==> src/rtl/mac_ctrl_pkg.sv <==
// rtl/mac_ctrl_pkg.sv - shared state encoding and geometry helpers for the MAC sequencer
package mac_ctrl_pkg;

  localparam int IMG_W_DEF = 8;
  localparam int K_DEF     = 3;

  typedef enum logic [2:0] {IDLE, CLEAR, ACCUM, EMIT, FIN} state_t;

  // Output feature-map width of a valid-mode convolution
  function automatic int out_w(input int img_w, input int k);
    return img_w - k + 1;
  endfunction

  // Number of taps in one kernel window
  function automatic int kk(input int k);
    return k * k;
  endfunction

endpackage

==> src/rtl/mac_seq_ctrl_if.sv <==
// rtl/mac_seq_ctrl_if.sv - control, MAC/memory and result port bundle for mac_seq_ctrl
interface mac_seq_ctrl_if #(
  parameter int PADDR_W = 6,
  parameter int WADDR_W = 4,
  parameter int ACC_W   = 12,
  parameter int OADDR_W = 6
);
  logic               start;
  logic               abort;
  logic               busy;
  logic               done;
  logic [PADDR_W-1:0] pix_addr;
  logic [WADDR_W-1:0] wgt_addr;
  logic               mac_clr;
  logic               mac_en;
  logic [ACC_W-1:0]   mac_result;
  logic               out_valid;
  logic               out_ready;
  logic [ACC_W-1:0]   out_data;
  logic [OADDR_W-1:0] out_addr;

  modport master (
    input  start, abort, mac_result, out_ready,
    output busy, done, pix_addr, wgt_addr, mac_clr, mac_en, out_valid, out_data, out_addr
  );

  modport slave (
    output start, abort, mac_result, out_ready,
    input  busy, done, pix_addr, wgt_addr, mac_clr, mac_en, out_valid, out_data, out_addr
  );
endinterface

==> src/rtl/win_counter.sv <==
// rtl/win_counter.sv - nested kernel-offset (kr/kc) and output-position (row/col) counters
module win_counter #(
  parameter int K     = 3,
  parameter int OUT_W = 6,
  parameter int KC_W  = 2,
  parameter int POS_W = 3
) (
  input  logic             clk,
  input  logic             rst,
  input  logic             clr_k,
  input  logic             step_k,
  input  logic             clr_pos,
  input  logic             step_pos,
  output logic [KC_W-1:0]  kr,
  output logic [KC_W-1:0]  kc,
  output logic [POS_W-1:0] row,
  output logic [POS_W-1:0] col,
  output logic             k_last,
  output logic             pos_last
);
  localparam logic [KC_W-1:0]  K_MAX = KC_W'(K - 1);
  localparam logic [POS_W-1:0] P_MAX = POS_W'(OUT_W - 1);

  // Kernel tap counter: kc runs fastest, kr advances when kc wraps
  always_ff @(posedge clk or posedge rst) begin
    if (rst) begin
      kr <= '0;
      kc <= '0;
    end else if (clr_k) begin
      kr <= '0;
      kc <= '0;
    end else if (step_k) begin
      if (kc == K_MAX) begin
        kc <= '0;
        kr <= (kr == K_MAX) ? '0 : kr + 1'b1;
      end else begin
        kc <= kc + 1'b1;
      end
    end
  end

  // Output position counter: col runs fastest, row advances when col wraps
  always_ff @(posedge clk or posedge rst) begin
    if (rst) begin
      row <= '0;
      col <= '0;
    end else if (clr_pos) begin
      row <= '0;
      col <= '0;
    end else if (step_pos) begin
      if (col == P_MAX) begin
        col <= '0;
        row <= (row == P_MAX) ? '0 : row + 1'b1;
      end else begin
        col <= col + 1'b1;
      end
    end
  end

  assign k_last   = (kr == K_MAX) && (kc == K_MAX);
  assign pos_last = (row == P_MAX) && (col == P_MAX);

endmodule

==> src/rtl/mac_seq_ctrl.sv <==
// rtl/mac_seq_ctrl.sv - KxK valid-mode convolution sequencer for one MAC; option MAC_CTRL_SAT_EN
module mac_seq_ctrl
  import mac_ctrl_pkg::*;
#(
  parameter int IMG_W   = IMG_W_DEF,
  parameter int K       = K_DEF,
  parameter int ACC_W   = 12,
  parameter int PADDR_W = 6,
  parameter int WADDR_W = 4,
  parameter int OADDR_W = 6
) (
  input  logic clk,
  input  logic rst,
  mac_seq_ctrl_if.master bus
);
  localparam int OUT_W = out_w(IMG_W, K);
  localparam int KC_W  = $clog2(K + 1);
  localparam int POS_W = $clog2(OUT_W + 1);

  state_t           state, state_next;
  logic             clr_k, step_k, clr_pos, step_pos;
  logic [KC_W-1:0]  kr, kc;
  logic [POS_W-1:0] row, col;
  logic             k_last, pos_last;
  logic [ACC_W-1:0] result_fmt;

  win_counter #(.K(K), .OUT_W(OUT_W), .KC_W(KC_W), .POS_W(POS_W)) u_win (
    .clk      (clk),
    .rst      (rst),
    .clr_k    (clr_k),
    .step_k   (step_k),
    .clr_pos  (clr_pos),
    .step_pos (step_pos),
    .kr       (kr),
    .kc       (kc),
    .row      (row),
    .col      (col),
    .k_last   (k_last),
    .pos_last (pos_last)
  );

  // State register
  always_ff @(posedge clk or posedge rst) begin
    if (rst) state <= IDLE;
    else     state <= state_next;
  end

  // Next state: abort overrides every transition out of a busy state
  always_comb begin
    state_next = state;
    case (state)
      IDLE:    if (bus.start) state_next = CLEAR;
      CLEAR:   state_next = bus.abort ? IDLE : ACCUM;
      ACCUM:   if (bus.abort) state_next = IDLE;
               else if (k_last) state_next = EMIT;
      EMIT:    if (bus.abort) state_next = IDLE;
               else if (bus.out_ready) state_next = pos_last ? FIN : CLEAR;
      FIN:     state_next = IDLE;
      default: state_next = IDLE;
    endcase
  end

`ifdef MAC_CTRL_SAT_EN
  assign result_fmt = (bus.mac_result > ACC_W'(255)) ? ACC_W'(255) : bus.mac_result;
`else
  assign result_fmt = bus.mac_result;
`endif

  // Outputs and counter commands decoded from the state
  always_comb begin
    bus.busy      = (state != IDLE);
    bus.done      = (state == FIN);
    bus.mac_clr   = (state == CLEAR);
    bus.mac_en    = (state == ACCUM);
    bus.out_valid = (state == EMIT);
    bus.out_data  = (state == EMIT) ? result_fmt : '0;
    clr_pos       = (state == IDLE) && bus.start;
    clr_k         = (state == CLEAR);
    step_k        = (state == ACCUM) && !bus.abort;
    step_pos      = (state == EMIT) && bus.out_ready && !bus.abort && !pos_last;
  end

  // Address arithmetic straight from the counters (memories read asynchronously)
  assign bus.pix_addr = PADDR_W'((int'(row) + int'(kr)) * IMG_W + int'(col) + int'(kc));
  assign bus.wgt_addr = WADDR_W'(int'(kr) * K + int'(kc));
  assign bus.out_addr = OADDR_W'(int'(row) * OUT_W + int'(col));

endmodule

==> src/flat_wrapper.sv <==
// flat-port wrapper written by rule: the top's interface ports become plain ports
module mac_seq_ctrl_flat import mac_ctrl_pkg::*;
#(
  parameter int IMG_W   = IMG_W_DEF,
  parameter int K       = K_DEF,
  parameter int ACC_W   = 12,
  parameter int PADDR_W = 6,
  parameter int WADDR_W = 4,
  parameter int OADDR_W = 6
)
  (clk, rst, bus_start, bus_abort, bus_mac_result, bus_out_ready, bus_busy, bus_done, bus_pix_addr, bus_wgt_addr, bus_mac_clr, bus_mac_en, bus_out_valid, bus_out_data, bus_out_addr);
  mac_seq_ctrl_if #(.PADDR_W(PADDR_W), .WADDR_W(WADDR_W), .ACC_W(ACC_W), .OADDR_W(OADDR_W)) bus_i ();
  input  logic clk;
  input  logic rst;
  input wire logic [$bits(bus_i.start)-1:0] bus_start;
  input wire logic [$bits(bus_i.abort)-1:0] bus_abort;
  input wire logic [$bits(bus_i.mac_result)-1:0] bus_mac_result;
  input wire logic [$bits(bus_i.out_ready)-1:0] bus_out_ready;
  output wire logic [$bits(bus_i.busy)-1:0] bus_busy;
  output wire logic [$bits(bus_i.done)-1:0] bus_done;
  output wire logic [$bits(bus_i.pix_addr)-1:0] bus_pix_addr;
  output wire logic [$bits(bus_i.wgt_addr)-1:0] bus_wgt_addr;
  output wire logic [$bits(bus_i.mac_clr)-1:0] bus_mac_clr;
  output wire logic [$bits(bus_i.mac_en)-1:0] bus_mac_en;
  output wire logic [$bits(bus_i.out_valid)-1:0] bus_out_valid;
  output wire logic [$bits(bus_i.out_data)-1:0] bus_out_data;
  output wire logic [$bits(bus_i.out_addr)-1:0] bus_out_addr;
  assign bus_i.start = bus_start;
  assign bus_i.abort = bus_abort;
  assign bus_i.mac_result = bus_mac_result;
  assign bus_i.out_ready = bus_out_ready;
  assign bus_busy = bus_i.busy;
  assign bus_done = bus_i.done;
  assign bus_pix_addr = bus_i.pix_addr;
  assign bus_wgt_addr = bus_i.wgt_addr;
  assign bus_mac_clr = bus_i.mac_clr;
  assign bus_mac_en = bus_i.mac_en;
  assign bus_out_valid = bus_i.out_valid;
  assign bus_out_data = bus_i.out_data;
  assign bus_out_addr = bus_i.out_addr;
  mac_seq_ctrl #(.IMG_W(IMG_W), .K(K), .ACC_W(ACC_W), .PADDR_W(PADDR_W), .WADDR_W(WADDR_W), .OADDR_W(OADDR_W)) u_core (.clk(clk), .rst(rst), .bus(bus_i));
endmodule
==> config.mk <==
export PLATFORM = sky130hd
export DESIGN_NAME = mac_seq_ctrl_flat
export DESIGN_NICKNAME = d
export VERILOG_FILES = /design/src/rtl/mac_ctrl_pkg.sv /design/src/rtl/mac_seq_ctrl_if.sv /design/src/rtl/win_counter.sv /design/src/rtl/mac_seq_ctrl.sv /design/src/flat_wrapper.sv
export SDC_FILE = /design/constraint.sdc
export NUM_CORES = 1
export LEC_CHECK = 0
export ABC_CLOCK_PERIOD_IN_PS = 2940
export CORE_ASPECT_RATIO = 1.75
export CORE_MARGIN = 2
export CORE_UTILIZATION = 39
export CTS_BUF_LIST = sky130_fd_sc_hd__clkbuf_4
export DETAILED_ROUTE_END_ITERATION = 8
export PLACE_DENSITY = 0.85
export SETUP_SLACK_MARGIN = 0.02
export SLEW_MARGIN = 10
export SYNTH_ARGS = -nofsm -noshare
export SYNTH_HDL_FRONTEND = slang
export SYNTH_HIERARCHICAL = 1
export SYNTH_SLANG_ARGS = --single-unit
==> constraint.sdc <==
create_clock -name clk -period 2.94 [get_ports clk]
set_input_delay 0.294 -clock clk [delete_from_list [all_inputs] [get_ports clk]]
set_output_delay 0.294 -clock clk [all_outputs]
set_load 0.02 [all_outputs]
==> summary.md, run 1 <==
| Metric | Value |
|---|---|
| Reg2Reg Capture Point | u_core/u_win/row[1] |
| Sequential fraction of the synthesis area | 0.2740 |
| Vias per Instance | 5.357 |
| Syn nets | around 160 |
| Total I/O pin count | 50 |
| Largest net degree at the start of global routing | 14 |
| Pwr/cell area | about 500 nW/um2 |
| DP HPWL | around 2.4 mm |
| Wire length per cell | ~13 um |
| DR pass1 iterations | 4 |
| FF+latch area | around 330 um2 |
| Syn Inst Count | 130 |
| Clock sink total | 13 |
| Bufs on Longest Clock Path | 2 |
| Final WL | roughly 2.8 mm |
| Final #Nets | about 220 |
| Setup TNS | 0 ns |
| Hold_buf cts | 0 |
| CORE AREA | slightly below 3000 um2 |
| Starting Density | 0.4056 |
| XOR/XNOR Fraction of Synth Area | 0.08114 |
| Min Tclk post-route | roughly 2.7 ns |
| Clk Latency, worst-skew pair | between 0.2 and 0.3 ns |
| Leading cell type in the layout, fill and taps excluded | clkdlybuf4s50_1 |
| Rows | 26 |
| Post-synth top area cell | dfrtp_1 |
| Maxcap violations | 0 |
| Post-Synthesis Cell Area | 1187 um2 |
| Crit path capture | bus_pix_addr[5] |
| Crit start category | flip-flop |
| Status | complete, no violations |
| Top FF cell, synth | dfrtp_1 |
| Vias in the first global route | 1196 |
| Largest family of logic cells by synthesized area | simple AND/OR/NAND/NOR gates |
| Avg Inst Size Synth | between 9 and 10 um2 |
| TritonCTS clock tree | done |
| Simple-Gate Fraction of Synth Area | 0.2655 |
| Synth Area in Compound Gates | 0.09062 |
| Min-Delay Path Class | in -> async |
| Data required time of the worst path | roughly 2.7 ns |
| First-pass GRT wire length | 4.968 mm |
| Total GRT Usage | 0.1802 |
| Lkg Pwr | a little over 0.8 nW |
| CP Class | reg -> out |
| Max H-tree Level | 1 |
| Slew @ Worst Pin | 0.4951 ns |
| Overflow after GRT | 0 |
| Period utilization | 0.9204 |
| Die Width | around 46 um |
| Final Hold Violating Endpoints | 0 |
| Synth area leaders | dfrtp_1 27%, ha_1 11%, fa_1 10% |
| Worst-path clk slew | around 0.07 ns |
| Resized Gates After CTS | 3 |
| Most frequent cells in the layout | 46 x clkdlybuf4s50_1, 15 x inv_1, 12 x and2_1 |
| DRC | 0 |
| Post-CTS Setup Bufs | 0 |
| Antenna cell count | 0 |
| Adder-cell share of the synthesized area | 0.2065 |
| Post-DRT Antenna Nets | 0 |
| Worst r2r src | u_core/u_win/col[2] |
| Final-report setup violation count | 0 |
| R2r setup slk | just under 0.8 ns |
| Maximum vdd drop | roughly 0.41 mV |
| Root buffer cell | clkbuf_4 |
| Full die area | between 3000 and 4000 um2 |
| Setup Skew | around 0.00076 ns |
| FMAX | between 300 and 400 MHz |
| Die height | slightly below 80 um |
| Total CTS buffers | 3 |
| Cell area after layout | 1740 um2 |
| Data arrival, critical path | ~2.4 ns |
| Crit-path max FO | 5 |
| Crit path launch | u_core/u_win/row[0] |
| Setup crit end kind | output port |
| Post-synthesis mux area share | 0.02107 |
| Yosys cell types | 35 |
| IO Port Bufs | 49 |
| Antenna violations before repair | 0 |
| RSZ-0062 raised after global routing | false |
| Post-synth EDFFs | 0 |
| Layout fillers | 270 |
| DP Area | ~1700 um2 |
| P&R area growth vs syn | 46.58% |
| Area occupied by multi-input gates | 789.5 um2 |
| Cells on worst reg2reg path | 7 |
| Iter 0 DRT Violations | 10 |
| Top cell type's share of synthesized area | 0.2740 |
| DR vias | around 1100 |
| Slew Limit Fails | 0 |
| Fraction of layout cells with a size suffix above 1 | 0.06593 |
| Routability cong. | 0.7550 |
| Pwr Total | just under 0.9 mW |
| Ys Warns | 6 |
| Seq cells post-synth | 13 |
| Asr flop ratio synth | 1.000 |
| Slew HR | 0.6687 |
[worst min path at each step]
| stage | slack [ns] | depth (start not counted) | startpoint | end |
|---|---|---|---|---|
| 2_1_floorplan | 0.05 | 1 | rst | u_core/state[0] |
| 3_3_place_gp | 0.52 | 2 | rst | u_core/state[1] |
| 3_5_place_dp | 0.53 | 2 | rst | u_core/state[1] |
| 4_1_cts | 0.24 | 2 | rst | u_core/state[1] |
| 5_1_grt | 0.24 | 2 | rst | u_core/state[0] |
| 6_report | 0.24 | 2 | rst | u_core/state[1] |
[final cells by class]
| cell class | instances | share of cell area |
|---|---|---|
| tap | 28 | 0.02013 |
| timing repair buffer | 50 | 0.2883 |
| inverter | 15 | 0.03235 |
| sequential | 13 | 0.1884 |
| clock buffer | 4 | 0.01725 |
| multi-input combinational | 100 | 0.4536 |
[power breakdown]
part,switching (mW),internal [mW]
Clock,0.0510,0.0616
Sequential,0.0616,0.207
Combinational,0.245,0.241
Total,0.357,0.510
[worst max-delay path, stage by stage, from the launching register on]
cell	delay, ns
dfrtp_1	0.47
ha_1	0.20
inv_1	0.05
fa_1	0.47
nand4b_1	0.21
xnor2_1	0.15
clkdlybuf4s50_1	0.61
[stage by stage]
stage               setup WS (ns)    util  hold WS, ns  instances
floorplan                  0.7819       -      0.04764        130
global placement           0.2986  0.5821       0.5157        206
detailed placement         0.2263  0.5821       0.5284        206
CTS                       0.06051  0.5927       0.2388        210
global route              0.08300  0.5944       0.2439        210
finish                     0.2341  0.5944       0.2399        210
[registers in the layout (all words and copies together), names as in the netlist]
signal	count
u_core/u_win/kc	2
u_core/u_win/col	3
u_core/state	3
u_core/u_win/row	3
u_core/u_win/kr	2
[cells by family after synthesis]
kind of cell,Yosys count
XOR/XNOR,11
AND/OR/NAND/NOR,54
multiplexers,2
flip-flops,13
AO/OA/AOI/OAI,17
buffers and inverters,17
adder cells (fa/ha/maj),16
[cell usage after synthesis, types with 3 or more instances]
master / n
xor2_1: 6
inv_1: 15
xnor2_1: 5
nand2_1: 7
ha_1: 10
fa_1: 6
a21oi_1: 8
nand4b_1: 3
nor3_1: 4
dfrtp_1: 13
nand3_1: 3
and2_1: 12
nand3b_1: 3
nor2_1: 9
o21ai_0: 3
[per-layer routing]
layer / vias up / wire, um / global-route usage
met3: 12 / 180 / 0.02824
met2: 56 / 1525 / 0.3197
met4: 0 / 110 / 0.08286
li1: 539 / - / -
met5: - / 0 / 0
met1: 518 / 954 / 0.1944
Power figures use the tool's default switching activity.
==> run 2, diff against run 1 <==
- ABC_CLOCK_PERIOD_IN_PS: 2940 -> 2700
- clock period: 2.94 -> 2.7 ns (I/O delays scaled with it)
==> run 2 against run 1 <==
Against the previous run:
- worst hold slack got worse by 0.055 ns
- first-iteration DRC count increased to 3.0 times the previous value
- global-route usage increased by 0.15 points
- final area up 1.3%
==> summary.md, run 2 (synthesized netlist as in run 1, its figures left out) <==
| Metric | Value |
|---|---|
| Status | complete, no violations |
| R2r setup slk | 0.46 ns (-0.32 ns) |
| Final #Nets | 219 (+1.4%) |
| Leading cell type in the layout, fill and taps excluded | clkdlybuf4s50_1 |
| Layout fillers | 263 (-2.6%) |
| Min Tclk post-route | between 2 and 3 ns |
| CORE AREA | 2928 um2 (unchanged) |
| Pwr Total | 0.9625 mW (+11%) |
| DRC | 0 (unchanged) |
| Data required time of the worst path | 2.43 ns (-0.22 ns) |
| Bufs on Longest Clock Path | 2 (unchanged) |
| Max H-tree Level | 1 (unchanged) |
| CP max-delay cell | clkdlybuf4s50_1 |
| Final WL | 2.945 mm (+6.3%) |
| Most frequent cells in the layout | 43 x clkdlybuf4s50_1, 15 x inv_1, 13 x dfrtp_1 |
| Fraction of layout cells with a size suffix above 1 | 0.08649 (+0.02055) |
| DR vias | 1131 (+0.53%) |
| Setup TNS | 0 ns (unchanged) |
| Die Width | 45.71 um (unchanged) |
| Rows | 26 (unchanged) |
| Clk Latency, worst-skew pair | 0.28 ns (+0.02 ns) |
| Antenna cell count | 0 (unchanged) |
| DP Area | 1727 um2 (+1.3%) |
| RSZ-0062 raised after global routing | false |
| Worst-path clk slew | 0.08 ns (about the same) |
| Worst hold slack | 0.1850 ns (-0.05484 ns) |
| Antenna violations before repair | 0 (unchanged) |
| Lkg Pwr | 0.8558 nW (+3.5%) |
| Slew Limit Fails | 0 (unchanged) |
| Post-CTS Setup Bufs | 0 (unchanged) |
| Setup crit end kind | output port |
| Maximum vdd drop | 0.5328 mV (+32%) |
| Slowest Stage Delay on Critical Path | 0.61 ns (about the same) |
| Data arrival, critical path | 2.28 ns (-0.13 ns) |
| Total CTS buffers | 3 (unchanged) |
| Crit path launch | u_core/u_win/kr[0] |
| Largest net degree at the start of global routing | 14 (unchanged) |
| Die height | 77.00 um (unchanged) |
| Critical path buffers and inverters | 3 (+1) |
| Crit-path max FO | 6 (+1) |
| DP HPWL | 2.439 mm (+0.53%) |
| First-pass GRT wire length | 4.878 mm (-1.8%) |
| Overflow after GRT | 0 (unchanged) |
| Setup Skew | 0.001162 ns (+0.0003989 ns) |
| CP Class | reg -> out |
| Post-DRT Antenna Nets | 0 (unchanged) |
| Final-report setup violation count | 0 (unchanged) |
| Total I/O pin count | 50 (unchanged) |
| Resized Gates After CTS | 4 (+1) |
| Hold_buf cts | 0 (unchanged) |
| Crit start category | flip-flop |
| CP Depth | 6 (unchanged) |
| Cells along the critical path | buf_4, ha_1, inv_1, fa_1, xor2_1, clkdlybuf4s50_1 |
| IO Port Bufs | 49 (unchanged) |
| Wire length per cell | 13.83 um (+4.8%) |
| Maxcap violations | 0 (unchanged) |
| P&R area growth vs syn | 48.47% |
| Full die area | 3519 um2 (unchanged) |
| Slew @ Worst Pin | 0.4020 ns (-0.09305 ns) |
| Top delay family on crit path | buffers and inverters |
| DR pass1 iterations | 4 (unchanged) |
| Clock sink total | 13 (unchanged) |
| Worst Slack Setup Final | 0.1452 ns (-0.08892 ns) |
| Vias per Instance | 5.310 (-0.88%) |
| Pwr/cell area | 546.0 nW/um2 (+9.6%) |
| Period utilization | 0.9462 |
| Routability cong. | 0.7723 (+2.3%) |
| Root buffer cell | clkbuf_4 |
| Iter 0 DRT Violations | 30 (+20) |
| Slew HR | 0.7299 (+0.06119) |
| Final Hold Violating Endpoints | 0 (unchanged) |
| Min-Delay Path Class | in -> async |
| Reg2Reg Capture Point | u_core/u_win/row[1] |
| Worst r2r src | u_core/u_win/col[2] |
| Cells on worst reg2reg path | 7 (unchanged) |
| Setup WS pre-CTS | 0.08048 ns (-0.1458 ns) |
| Starting Density | 0.4056 (unchanged) |
| FMAX | between 300 and 400 MHz |
| TritonCTS clock tree | done |
| Cell area after layout | 1763 um2 (+1.3%) |
| Vias in the first global route | 1188 (-0.67%) |
| Total GRT Usage | 0.1817 (+0.001519) |
| Largest registers | u_core/state (3), u_core/u_win/col (3), u_core/u_win/row (3) |
==> run 2: report_power, final <==
| group | leakage, nW | total (mW) | switching (mW) | internal [mW] |
|---|---|---|---|---|
| clock | 0.0184 | 0.132 | 0.0645 | 0.0674 |
| combinational | 0.660 | 0.541 | 0.276 | 0.265 |
| sequential | 0.178 | 0.290 | 0.0645 | 0.225 |
| total | 0.856 | 0.963 | 0.405 | 0.558 |
==> run 2: worst reg2reg max path: stages, from the launching register on <==
cell,delay (ns)
dfrtp_1,0.53
nand3b_1,0.24
nor3_1,0.12
nor4_1,0.36
buf_4,0.21
nand2_2,0.10
or4_1,0.49
a21oi_1,0.13
==> run 2: metal layers <==
metal	wire, um	GRT usage	vias up
met1	1035	0.1771	532
met5	0	0	-
met4	27	0.05143	0
met3	184	0.03529	3
met2	1696	0.3521	47
li1	-	-	549
==> run 2: how the worst max path moves through the flow <==
| stage | endpoint | slack, ns |
|---|---|---|
| detailed placement | bus_wgt_addr[2] | 0.08 |
| global route | bus_pix_addr[4] | 0.03 |
| CTS | bus_out_addr[4] | 0.03 |
| floorplan | u_core/u_win/row[1] | 0.54 |
| global placement | bus_wgt_addr[2] | 0.17 |
| finish | bus_pix_addr[4] | 0.15 |
==> run 2: layout make-up <==
type / instances / area [um2] / share of cell area
Tap cell: 28 / 35.03 / 0.01987
Sequential cell: 13 / 325.3 / 0.1845
Timing Repair Buffer: 53 / 516.7 / 0.2931
Clock buffer: 4 / 30.03 / 0.01703
Multi-Input combinational cell: 100 / 799.5 / 0.4535
Inverter: 15 / 56.30 / 0.03194
==> run 2: through the flow <==
step,instances,utilization
4_1_cts,213,0.5983
6_report,213,0.6021
3_3_place_gp,209,0.5897
2_1_floorplan,130,-
5_1_grt,213,0.6021
3_5_place_dp,209,0.5897
==> run 3, diff against run 2 <==
- ABC_AREA: unset -> 1
- PLACE_DENSITY: 0.85 -> 0.83
==> run 3 against run 2 <==
Against the previous run:
- final area is 9.4% higher
- fmax grew 1.3%
- global-route usage is 0.74 points lower
- clock skew grew 0.0087 ns
- critical path depth shrank 2
- utilization decreased by 1.7 points
- register-to-register slack improved by 0.43 ns
- combinational power rose by 77%
- largest cell class unchanged
- highest routed layer unchanged
==> summary.md, run 3 <==
| Metric | Value |
|---|---|
| Status | complete, no violations |
| Top cell types by occurrence after synthesis | 48 x inv_1, 36 x nand2_1, 24 x nor2_1 |
| DR vias | 1401 (+24%) |
| Syn nets | 227 (+39%) |
| Layout fillers | 328 (+25%) |
| Vias per Instance | 4.733 (-11%) |
| Root buffer cell | clkbuf_4 |
| Worst-path clk slew | 0.09 ns (about the same) |
| Max H-tree Level | 1 (unchanged) |
| Top cell type's share of synthesized area | 0.2464 (-0.02753) |
| Post-synth top area cell | dfrtp_1 |
| Setup Skew | 0.009827 ns (+0.008665 ns) |
| Slew Limit Fails | 0 (unchanged) |
| Post-layout util | 0.5855 (-0.01665) |
| Die height | 80.96 um (+5.1%) |
| Setup TNS | 0 ns (unchanged) |
| Crit start category | flip-flop |
| Maxcap violations | 0 (unchanged) |
| Period utilization | 0.9338 (-0.01239) |
| RSZ-0062 raised after global routing | false |
| Cell area after layout | 1928 um2 (+9.4%) |
| TritonCTS clock tree | done |
| Pwr/cell area | 726.5 nW/um2 (+33%) |
| Sequential fraction of the synthesis area | 0.2464 (-0.02753) |
| Total I/O pin count | 50 (unchanged) |
| Asr flop ratio synth | 1.000 (unchanged) |
| Data arrival, critical path | 2.25 ns (-0.03 ns) |
| Yosys cell types | 20 (-43%) |
| Iter 0 DRT Violations | 17 (-43%) |
| CP Class | reg -> out |
| Min Tclk post-route | 2.521 ns (-0.03345 ns) |
| Overflow after GRT | 0 (unchanged) |
| Ys Warns | 6 (unchanged) |
| Cells on worst reg2reg path | 10 (+3) |
| Antenna violations before repair | 0 (unchanged) |
| DR pass1 iterations | 6 (+2) |
| Fraction of layout cells with a size suffix above 1 | 0.08367 (-0.002821) |
| Cells along the critical path | ha_1, fa_1, xor2_1, clkdlybuf4s50_1 |
| CORE AREA | 3293 um2 (+12%) |
| Largest registers | u_core/state (3), u_core/u_win/col (3), u_core/u_win/row (3) |
| Post-CTS Setup Bufs | 0 (unchanged) |
| Setup WS pre-CTS | 0.1061 ns (+0.02562 ns) |
| Post-synth EDFFs | 0 (unchanged) |
| Worst Slack Setup Final | 0.1786 ns (+0.03345 ns) |
| Post-Synthesis Cell Area | 1320 um2 (+11%) |
| Finished Layout Cells | 296 (+39%) |
| Post-DRT Antenna Nets | 0 (unchanged) |
| Full die area | 3884 um2 (+10%) |
| Synth area leaders | dfrtp_1 25%, inv_1 14%, nand2_1 10% |
| Largest net degree at the start of global routing | 13 (-1) |
| Total GRT Usage | 0.1743 (-0.007416) |
| Clock sink total | 13 (unchanged) |
| Pwr Total | 1.401 mW (+46%) |
| Maximum vdd drop | 0.4026 mV (-24%) |
| Syn Inst Count | 194 (+49%) |
| Leading cell type in the layout, fill and taps excluded | inv_1 |
| Final Hold Violating Endpoints | 0 (unchanged) |
| Most frequent cell after synthesis | inv_1 |
| First-pass GRT wire length | 4.954 mm (+1.6%) |
| Vias in the first global route | 1354 (+14%) |
| Most frequent cells in the layout | 48 x inv_1, 43 x clkdlybuf4s50_1, 36 x nand2_1 |
| Hold_buf cts | 0 (unchanged) |
| Antenna cell count | 0 (unchanged) |
| Rows | 28 (+7.7%) |
| Lkg Pwr | 1.097 nW (+28%) |
| Avg Inst Size Synth | 6.804 um2 (-26%) |
| IO Port Bufs | 49 (unchanged) |
| Min-Delay Path Class | in -> async |
| Final-report setup violation count | 0 (unchanged) |
| Placed Cells | 292 (+40%) |
| Slew HR | 0.7087 (-0.02126) |
| Top FF cell, synth | dfrtp_1 |
| Crit-path max FO | 5 (-1) |
| Seq cells post-synth | 13 (unchanged) |
| Data required time of the worst path | 2.43 ns (about the same) |
| DRC | 0 (unchanged) |
| DP Area | 1893 um2 (+9.6%) |
| Setup crit end kind | output port |
| Total CTS buffers | 3 (unchanged) |
| Slowest Stage Delay on Critical Path | 0.61 ns (about the same) |
| Final #Nets | 285 (+30%) |
| Routability cong. | 0.8512 (+10%) |
| Worst hold slack | 0.1854 ns (+0.0003570 ns) |
| Bufs on Longest Clock Path | 2 (unchanged) |
| Clk Latency, worst-skew pair | 0.27 ns (about the same) |
| FMAX | 396.6 MHz (+1.3%) |
| P&R area growth vs syn | 46.07% |
| CP max-delay cell | clkdlybuf4s50_1 |
| DP HPWL | 2.651 mm (+8.7%) |
| Slew @ Worst Pin | 0.4337 ns (+0.03165 ns) |
| Final WL | 3.077 mm (+4.5%) |
| Starting Density | 0.4008 (-0.004720) |
| Die Width | 47.98 um (+5.0%) |
| Wire length per cell | 10.40 um (-25%) |
[run 3: cell count changes in the layout (fill, tap and decap cells not counted), sizes merged, moves of 4 or more]
cell	previous run	this run
nand4	0	5
nor2	9	26
xnor2	5	1
nand3	3	16
inv	15	51
nand2	8	40
and2	12	0
[run 3: logic make-up after synthesis]
| logic type | count (synthesis) | share of synthesized area |
|---|---|---|
| AOI/OAI and AO/OA | 13 | 0.05118 |
| xor gates and xnor gates | 6 | 0.03981 |
| adders and majority gates | 16 | 0.1858 |
| buffers and inverters | 52 | 0.1536 |
| DFF | 13 | 0.2464 |
| and+or+nand+nor | 94 | 0.3232 |
[run 3: cell type report]
| cell class | count | area, um2 | area share |
|---|---|---|---|
| clock buffers | 3 | 22.52 | 0.01168 |
| clock inverters | 1 | 5.005 | 0.002596 |
| inverters | 51 | 191.4 | 0.09929 |
| multi-input cells | 129 | 799.5 | 0.4147 |
| flip-flops and latches | 13 | 325.3 | 0.1687 |
| well taps | 45 | 56.30 | 0.02920 |
| repair buffers | 54 | 528.0 | 0.2738 |
[run 3: power breakdown]
part / internal, mW / switching, mW / leakage [nW]
clock network: 0.0548 / 0.0629 / 0.0177
logic: 0.416 / 0.541 / 0.905
registers: 0.246 / 0.0799 / 0.174
total: 0.717 / 0.684 / 1.10
[run 3: worst paths after layout]
kind	from	slack (ns)	end
max reg2reg	u_core/u_win/col[2]	0.89	u_core/u_win/row[1]
min reg2reg	u_core/u_win/kc[0]	0.61	u_core/u_win/kc[0]
min	rst	0.19	u_core/state[1]
max in group asynchronous	rst	2.12	u_core/u_win/row[0]
min in group clk	u_core/u_win/kc[0]	0.61	u_core/u_win/kc[0]
max	u_core/u_win/row[1]	0.18	bus_out_addr[3]
[run 3: repair_timing]
item,in CTS,in global routing
endpoints found under the hold margin,0,0
pin swaps,0,0
gates cloned,0,0
gates resized for setup,3,6
endpoints found under the setup margin,3,4
[run 3: metal layers]
metal | vias up | track usage | wire length, um
met5 | - | 0 | 0
met4 | 0 | 0.1027 | 63
met3 | 4 | 0.01556 | 145
met2 | 51 | 0.3427 | 1776
met1 | 641 | 0.1496 | 1090
li1 | 705 | - | -
[run 3: worst max-delay path: cells and delay by family (launching register included)]
family     cells  cell delay, ns
xor+xnor       1            0.15
fa+ha+maj      2            0.80
buf+inv        1            0.61
flops          1            0.42
